### config.mk
export PLATFORM = sky130hd
export DESIGN_NAME = safe_solver
export DESIGN_NICKNAME = d
export VERILOG_FILES = /design/src/rtl/safe_pkg.sv /design/src/rtl/safe_score.sv /design/src/rtl/safe_solver.sv
export SDC_FILE = /design/constraint.sdc
export NUM_CORES = 1
export LEC_CHECK = 0
export BUFFER_PORTS_ARGS = -buffer_cell sky130_fd_sc_hd__buf_2
export CORE_MARGIN = 8
export CORE_UTILIZATION = 55
export DETAILED_ROUTE_END_ITERATION = 8
export PLACE_DENSITY = 0.87
export SLEW_MARGIN = 25
export SYNTH_ARGS = -nofsm -noshare
export SYNTH_HDL_FRONTEND = slang
export SYNTH_SLANG_ARGS = --single-unit
### constraint.sdc
create_clock -name clk -period 2.2 [get_ports clk]
set_input_delay 0.11 -clock clk [delete_from_list [all_inputs] [get_ports clk]]
set_output_delay 0.11 -clock clk [all_outputs]
set_load 0.01 [all_outputs]
### src/rtl/safe_pkg.sv
// Shared types for the safe game solver and judge: code, score and history entry.
// No logic, so no latency.
// No flow control.
package safe_pkg;

    localparam int DIGITS  = 4;
    localparam int DIGIT_W = 2;
    localparam int CODE_W  = DIGITS * DIGIT_W;

    typedef logic [CODE_W-1:0] code_t;

    typedef struct packed {
        logic [3:0] correct;
        logic [3:0] misplaced;
    } score_t;

    typedef struct packed {
        code_t  code;
        score_t score;
    } hist_entry_t;

    typedef enum logic [2:0] {
        IDLE,
        SEARCH,
        ISSUE,
        WAIT_FB,
        DONE
    } state_t;

endpackage

### src/rtl/safe_score.sv
// Scores code a against code b: right digit in the right place, and right digit in the wrong place.
// Purely combinational, so zero latency.
// No flow control. The judge can reuse this block so both ends score identically.
// Ports: a, b = codes being compared; score = {correct, misplaced}.
module safe_score
    import safe_pkg::*;
(
    input  code_t  a,
    input  code_t  b,
    output score_t score
);

    logic [3:0] correct;
    logic [3:0] common;
    logic [2:0] cnt_a;
    logic [2:0] cnt_b;

    always_comb begin
        correct = '0;
        common  = '0;
        cnt_a   = '0;
        cnt_b   = '0;
        for (int k = 0; k < DIGITS; k++) begin
            if (a[k*DIGIT_W +: DIGIT_W] == b[k*DIGIT_W +: DIGIT_W]) begin
                correct = correct + 4'd1;
            end
        end
        // For each digit value, the digits the two codes share is the smaller of
        // the two occurrence counts. Summed over all values, this counts every
        // value match, whether or not the positions agree.
        for (int v = 0; v < (1 << DIGIT_W); v++) begin
            cnt_a = '0;
            cnt_b = '0;
            for (int k = 0; k < DIGITS; k++) begin
                cnt_a = cnt_a + {2'b00, (a[k*DIGIT_W +: DIGIT_W] == DIGIT_W'(v))};
                cnt_b = cnt_b + {2'b00, (b[k*DIGIT_W +: DIGIT_W] == DIGIT_W'(v))};
            end
            common = common + {1'b0, ((cnt_a < cnt_b) ? cnt_a : cnt_b)};
        end
        score.correct   = correct;
        score.misplaced = common - correct;
    end

endmodule

### src/rtl/safe_solver.sv
// Codebreaker for the 4-digit safe game. It issues guesses that are consistent with every score received so far.
// Latency: the first guess is offered 2 cycles after start. Each later candidate costs 1..hist_cnt search cycles.
// Backpressure: guess is held stable until guess_ack. Feedback is accepted only in WAIT_FB.
// Macro SAFE_SOLVER_PRUNE_EN enables history storage and the consistency search.
// Without it, guesses simply step 0x00, 0x01, ... and feedback only detects a solve.
// Ports: start / guess_valid / guess / guess_ack / fb_valid / fb_correct / fb_misplaced carry the judge exchange.
// busy / done / solved / fail / tries report the game status. clk is the clock; reset is synchronous and active-high.
module safe_solver #(
    parameter int MAX_TRIES = 16
) (
    input  logic       clk,
    input  logic       reset,
    input  logic       start,
    output logic       guess_valid,
    output logic [7:0] guess,
    input  logic       guess_ack,
    input  logic       fb_valid,
    input  logic [3:0] fb_correct,
    input  logic [3:0] fb_misplaced,
    output logic       busy,
    output logic       done,
    output logic       solved,
    output logic       fail,
    output logic [4:0] tries
);
    import safe_pkg::*;

    state_t     state_q, state_d;
    code_t      cand_q, cand_d;
    code_t      guess_q, guess_d;
    logic       guess_valid_q, guess_valid_d;
    logic [4:0] tries_q, tries_d;
    logic       solved_q, solved_d;
    logic       fail_q, fail_d;
    logic       busy_q, done_q;
    logic       accept;

`ifdef SAFE_SOLVER_PRUNE_EN
    localparam int HIST_AW = (MAX_TRIES > 1) ? $clog2(MAX_TRIES) : 1;

    hist_entry_t hist [MAX_TRIES];
    hist_entry_t hist_rd;
    logic [4:0]  hist_cnt_q, hist_cnt_d;
    logic [4:0]  h_q, h_d;
    logic        hist_we;
    score_t      cand_score;
    score_t      fb_score;

    assign fb_score = '{correct: fb_correct, misplaced: fb_misplaced};
    assign hist_rd  = hist[h_q[HIST_AW-1:0]];

    safe_score u_score (
        .a     (cand_q),
        .b     (hist_rd.code),
        .score (cand_score)
    );

    always_ff @(posedge clk) begin
        if (hist_we) begin
            hist[hist_cnt_q[HIST_AW-1:0]] <= '{code: guess_q, score: fb_score};
        end
    end
`else
    logic unused_misplaced;
    assign unused_misplaced = ^fb_misplaced;
`endif

    always_comb begin
        state_d       = state_q;
        cand_d        = cand_q;
        guess_d       = guess_q;
        guess_valid_d = guess_valid_q;
        tries_d       = tries_q;
        solved_d      = solved_q;
        fail_d        = fail_q;
        accept        = 1'b0;
`ifdef SAFE_SOLVER_PRUNE_EN
        hist_cnt_d    = hist_cnt_q;
        h_d           = h_q;
        hist_we       = 1'b0;
`endif
        case (state_q)
            IDLE, DONE: begin
                if (start) begin
                    state_d  = SEARCH;
                    cand_d   = '0;
                    tries_d  = '0;
                    solved_d = 1'b0;
                    fail_d   = 1'b0;
`ifdef SAFE_SOLVER_PRUNE_EN
                    hist_cnt_d = '0;
                    h_d        = '0;
`endif
                end
            end
            SEARCH: begin
`ifdef SAFE_SOLVER_PRUNE_EN
                // Walk the history one entry per cycle. Any mismatch moves to the
                // next candidate and restarts the walk from the first entry.
                if (hist_cnt_q == '0) begin
                    accept = 1'b1;
                end else if (cand_score != hist_rd.score) begin
                    if (cand_q == 8'hFF) begin
                        state_d = DONE;
                        fail_d  = 1'b1;
                    end else begin
                        cand_d = cand_q + 8'd1;
                        h_d    = '0;
                    end
                end else if (h_q == hist_cnt_q - 5'd1) begin
                    accept = 1'b1;
                end else begin
                    h_d = h_q + 5'd1;
                end
`else
                accept = 1'b1;
`endif
                if (accept) begin
                    guess_d       = cand_q;
                    guess_valid_d = 1'b1;
                    state_d       = ISSUE;
                end
            end
            ISSUE: begin
                if (guess_ack) begin
                    guess_valid_d = 1'b0;
                    tries_d       = tries_q + 5'd1;
                    state_d       = WAIT_FB;
                end
            end
            WAIT_FB: begin
                if (fb_valid) begin
                    if (fb_correct == 4'd4) begin
                        state_d  = DONE;
                        solved_d = 1'b1;
                    end else begin
`ifdef SAFE_SOLVER_PRUNE_EN
                        hist_we    = 1'b1;
                        hist_cnt_d = hist_cnt_q + 5'd1;
                        h_d        = '0;
`endif
                        // Every code below this guess was already ruled out.
                        cand_d = guess_q + 8'd1;
                        if ((tries_q == 5'(MAX_TRIES)) || (guess_q == 8'hFF)) begin
                            state_d = DONE;
                            fail_d  = 1'b1;
                        end else begin
                            state_d = SEARCH;
                        end
                    end
                end
            end
            default: state_d = IDLE;
        endcase
    end

    always_ff @(posedge clk) begin
        if (reset) begin
            state_q       <= IDLE;
            cand_q        <= '0;
            guess_q       <= '0;
            guess_valid_q <= 1'b0;
            tries_q       <= '0;
            solved_q      <= 1'b0;
            fail_q        <= 1'b0;
            busy_q        <= 1'b0;
            done_q        <= 1'b0;
`ifdef SAFE_SOLVER_PRUNE_EN
            hist_cnt_q    <= '0;
            h_q           <= '0;
`endif
        end else begin
            state_q       <= state_d;
            cand_q        <= cand_d;
            guess_q       <= guess_d;
            guess_valid_q <= guess_valid_d;
            tries_q       <= tries_d;
            solved_q      <= solved_d;
            fail_q        <= fail_d;
            busy_q        <= (state_d == SEARCH) || (state_d == ISSUE) || (state_d == WAIT_FB);
            done_q        <= (state_d == DONE);
`ifdef SAFE_SOLVER_PRUNE_EN
            hist_cnt_q    <= hist_cnt_d;
            h_q           <= h_d;
`endif
        end
    end

    assign guess_valid = guess_valid_q;
    assign guess       = guess_q;
    assign busy        = busy_q;
    assign done        = done_q;
    assign solved      = solved_q;
    assign fail        = fail_q;
    assign tries       = tries_q;

endmodule

== After elaboration in Yosys (flattened, before gate mapping) ==
Cells that the tools add are included.

* Input port bits: 13
* Register bits: 29
* Output and inout port bits: 18
* Logic and storage cells: 64

* Reductions and logical operators: 13
* Add/subtract/negate cells: 2
* Muxes and demuxes: 23
* Equality and inequality tests: 17

{| class="wikitable"
|+ Operator list
! cell !! number
|-
| $mux 8 || 3
|-
| $pmux 8 s2 || 1
|-
| $mux 3 || 5
|-
| $eq 3x2->1 const B || 4
|-
| $ne 2x2->1 const B || 6
|-
| $pmux 3 s4 || 1
|-
| $mux 5 || 2
|-
| $pmux 5 s2 || 1
|-
| $add 8x1->8 const B || 1
|-
| $eq 8x8->1 const B || 1
|-
| $reduce_and 4->1 || 2
|-
| $mux 1 || 7
|-
| $eq 3x1->1 const B || 2
|-
| $eq 3x3->1 const B || 2
|-
| $pmux 1 s2 || 3
|-
| $reduce_bool 2->1 || 3
|-
| $add 5x1->5 const B || 1
|-
| $eq 5x5->1 const B || 1
|-
| $reduce_and 5->1 || 1
|-
| $eq 4x3->1 const B || 1
|-
| $logic_not 3->1 || 1
|-
| $logic_or 1x1->1 || 3
|-
| $reduce_and 3->1 || 1
|-
| $reduce_and 2->1 || 1
|-
| $reduce_or 2->1 || 1
|}

== Depth between registers and ports, before layout ==
* Depth after elaboration: 9
* Gate-level depth with buffers: 5
* Mapped depth without buffers: 5

== Worst setup path after synthesis ==
OpenSTA, ideal clock, no wires.

* Path kind: flip-flop to flip-flop
* Start point: register guess_q[0], in the netlist guess[0]
* End point: register done_q, in the netlist done
* Setup time: 0.116 ns
* Stages on the path, launching flop included: 5
* Required time: 2.084 ns
* Path buffers: 0
* Clock period less this slack: 1.459 ns
* Arrival time: 1.343 ns
* Setup slack: 0.741 ns
* Cell sequence: dfxtp_1 ha_1 and3_2 a211o_1 a31o_2

* Word-level cells in the longest chain between the ends: 7

{| class="wikitable"
|+ RTL lines
! element !! line !! RTL
|-
| start: declaration || safe_solver.sv:30 || <nowiki>code_t guess_q, guess_d;</nowiki>
|-
| start signal: assignment || safe_solver.sv:175 || <nowiki>guess_q <= guess_d;</nowiki>
|-
| $eq 8x8->1 || safe_solver.sv:144 || <nowiki>if ((tries_q == 5'(MAX_TRIES)) || (guess_q == 8'hFF)) begin</nowiki>
|-
| $logic_or 1x1->1 || safe_solver.sv:144 ||
|-
| $mux 3 || safe_solver.sv:144 ||
|-
| $mux 3 || safe_solver.sv:133 || <nowiki>if (fb_correct == 4'd4) begin</nowiki>
|-
| $mux 3 || safe_solver.sv:132 || <nowiki>if (fb_valid) begin</nowiki>
|-
| $pmux 3 s4 || safe_solver.sv:82 || <nowiki>case (state_q)</nowiki>
|-
| $eq 3x3->1 || safe_solver.sv:181 || <nowiki>done_q <= (state_d == DONE);</nowiki>
|-
| end signal: assignment || safe_solver.sv:181 ||
|-
| end: declaration || safe_solver.sv:35 || <nowiki>logic busy_q, done_q;</nowiki>
|}

No other way between the ends.
A chain may end at the register's enable or synchronous reset.

== Worst setup path in the final report ==
* Start point: register state_q[1]
* End point: register cand_q[5]

* Word-level cells in the longest chain between the ends: 4
* Elaborated cells on any way between the ends: 10
* Classes of those cells: 5 x eq/ne; 1 x mux; 4 x reduce/logical

{| class="wikitable"
|+ RTL lines
! element !! line !! RTL
|-
| start: declaration || safe_solver.sv:28 || <nowiki>state_t state_q, state_d;</nowiki>
|-
| start signal: assignment || safe_solver.sv:173 || <nowiki>state_q <= state_d;</nowiki>
|-
| $eq 3x3->1 / $logic_not 3->1 (equally long branches) || safe_solver.sv:82 ||
|-
| $reduce_or 2->1 || safe_solver.sv:82 ||
|-
| $ne 2x2->1 (no source line) / $reduce_bool 2->1 (equally long branches) || n/a ||
|-
| $reduce_and 4->1 (no source line) || n/a ||
|-
| end signal: assignment || safe_solver.sv:174 || <nowiki>cand_q <= cand_d;</nowiki>
|-
| end: declaration || safe_solver.sv:29 || <nowiki>code_t cand_q, cand_d;</nowiki>
|}

Several ways; a longest one is shown, not always the timed one.

==> metrics.md <==
| Metric | Value |
|---|---|
| Status | completed |
| Total CTS buffers | 5 |
| Hold path cells | 2 |
| Mapped Nets | 170 |
| Synth Register Bits | 29 |
| H-tree levels | 2 |
| Post-Syn Area | 1423 µm² |
| CTS sink count | 29 |
| Worst slew pin tran | 0.6686 ns |
| R2r worst-path depth | 3 |
| Placed Cells | 201 |
| Initial antenna violation count | 0 |
| Vias per cell | 6.178 |
| Rows | 18 |
| DRT iter0 DRCs | 61 |
| Most frequent cells in the layout | dfxtp_1, buf_2, nor2_1 |
| Worst Hold End | state_q[0] |
| R2R Setup Slk | 0.47 ns |
| Clock Root Buffer | clkbuf_4 |
| Worst min path class | in -> reg |
| CP Launch Type | register |
| Fin crit share | 0.7868 |
| Initial DRT Pass Iterations | 4 |
| RSZ-0062 raised after global routing | false |
| Worst R2R Start | state_q[1] |
| Clk_skew | 0.007944 ns |
| Hold_sp | fb_valid |
| Post-Synthesis Cells | 154 |
| CP max FO | 20 |
| Clock Latency Late Sink | 0.33 ns |
| Syn avg cell area | 9.238 µm² |
| Library cells used by synthesis | 40 |
| Capturing element type of the critical path | register |
| Routed WL | 3391 µm |
| Port Buffers | 26 |
| Worst Setup Path Type | reg -> reg |
| Hold_buf cts | 0 |
| Area Overhead vs Synth | 13.46% |
| Min Tclk post-route | 1.731 ns |
| Fmax | 577.7 MHz |
| Max VDD drop | 550.5 µV |
| Final setup fails | 0 |
| PD cells | 610.5 nW/µm² |
| Max-slew headroom at the worst pin | 0.5542 |
| DR WL/cell | 16.30 µm |
| Yosys warns | 0 |
| Fillers | 207 |
| Clk slew on worst S/H paths | 0.09 ns |
| Final Hold Fails | 0 |
| DP Wirelength | 2439 µm |
| CP Data Arrival Time | 1.96 ns |
| GP Congestion | 0.7787 |
| Vias in the first global route | 1,265 |
| Share of cells above drive strength 1 | 0.2303 |
| Die width | 66.86 µm |
| Total gr overflow | 0 |
| Max-Cap Viols | 0 |
| Pin count of the biggest net entering global routing | 34 |
| ANT nets after route | 0 |
| Ys async rst share | 0 |
| Total GRT Usage | 0.1615 |
| Vias | 1,285 |
| Sequential fraction of the synthesis area | 0.4081 |
| First-pass GRT wire length | 5637 µm |
| R2R Path End | cand_q[5] |
| CTS tree | built |
| Worst Path Required | 2.42 ns |
| N_diodes | 0 |
| Leakage | 0.0006361 µW |
| Post-layout net count | 194 |
| Design area | 1614 µm² |
| Clock buffer depth | 2 |
| Post-CTS setup buffer count | 0 |
| Max Slew Vio Count | 0 |
| Non-filler cells, final | 208 |
| Core area | 2455 µm² |
| Primary FF master, synth | dfxtp_1 |
| DRC | 0 |
| Area after DPL | 1559 µm² |
| Total negative slack | 0 ns |
| Post-CTS Resized | 0 |
| DIE AREA | 4470 µm² |
| Starting Density | 0.5795 |
| Most common cell after layout, fill and taps aside | dfxtp_1 |
| IO Count | 31 |
| Number of synthesized flops with an enable pin | 0 |
| Die Ht | 66.86 µm |
[cell type report]
cell class	count	area, µm²	share of cell area
Sequential cell	29	580.6	0.3597
Tap cell	30	37.54	0.02326
Multi-Input combinational cell	110	780.7	0.4837
Clock buffer	7	55.05	0.03411
Inverter	4	15.01	0.009302
Timing Repair Buffer	28	145.1	0.08992
[critical path, stage by stage (launching register included)]
cell,delay (ns)
dfxtp_1,0.55
or3b_1,0.62
a22oi_1,0.13
a311oi_1,0.32
[registers in the layout, indices dropped and copies added (netlist names)]
register / cells
cand_q: 8
guess: 8
fail: 1
state_q: 3
done: 1
solved: 1
tries: 5
guess_valid: 1
busy: 1
[cell usage after synthesis, drive strengths merged (2+ instances only)]
cell     n  area (µm²)
clkbuf   7       26.28
a31o     3       26.28
mux2i   11       110.1
nand3    9       45.04
nor4b    2       23.77
or4b     2       20.02
o211ai   3       22.52
nand2    3       11.26
inv      4       15.01
nor2    13       48.80
or3      7       45.05
o21ai    7       35.03
buf      4       20.02
ha       3       37.54
xor2     2       17.52
and3     2       13.77
a22oi    5       37.54
a21oi    8       40.04
nor4bb   2       20.02
a211oi   4       30.03
dfxtp   29       580.6
nor3b    2       15.01
nand3b   6       45.04
a311oi   3       26.28
nand4    2       18.77
[cell families (layout without fill, tap and decap cells)]
kind of cell,after synthesis,after routing,share of synthesized area
XOR/XNOR,2,2,0.01232
AND/OR/NAND/NOR,57,57,0.2568
buffers and inverters,15,39,0.04310
multiplexers,11,11,0.07740
AO/OA/AOI/OAI,37,37,0.1759
adder cells (fa/ha/maj),3,3,0.02639
flip-flops,29,29,0.4081
[power breakdown]
group	internal [µW]	switching (µW)
registers	536	16.4
logic	44.1	63.2
clock network	150	175
total	731	255
[through the flow]
stage	total power (µW)	util	setup WS, ns	hold slack [ns]
after floorplan	638.9	-	0.7412	0.2288
after global placement	665.8	0.6351	0.5674	0.3525
after detailed placement	670.4	0.6351	0.5126	0.3772
after CTS	991.2	0.6575	0.4890	0.02316
after global routing	1030	0.6575	0.3451	0.01716
final	985.4	0.6575	0.4690	0.02213
[metal layers]
metal,part of all wire,global-route usage,vias to the layer above
met5,0,0,-
met2,0.50,0.2688,38
met3,0.069,0.06208,6
li1,-,-,629
met1,0.42,0.1792,612
met4,0.013,0.06789,0
[worst max path at each step]
stage,startpoint,slack (ns),end
after global placement,state_q[1],0.57,tries[4]
final,state_q[1],0.47,cand_q[5]
after floorplan,guess[0],0.74,done
after global routing,state_q[1],0.35,cand_q[5]
after detailed placement,state_q[0],0.51,cand_q[7]
after CTS,state_q[0],0.49,cand_q[5]
Power figures use the tool's default switching activity.
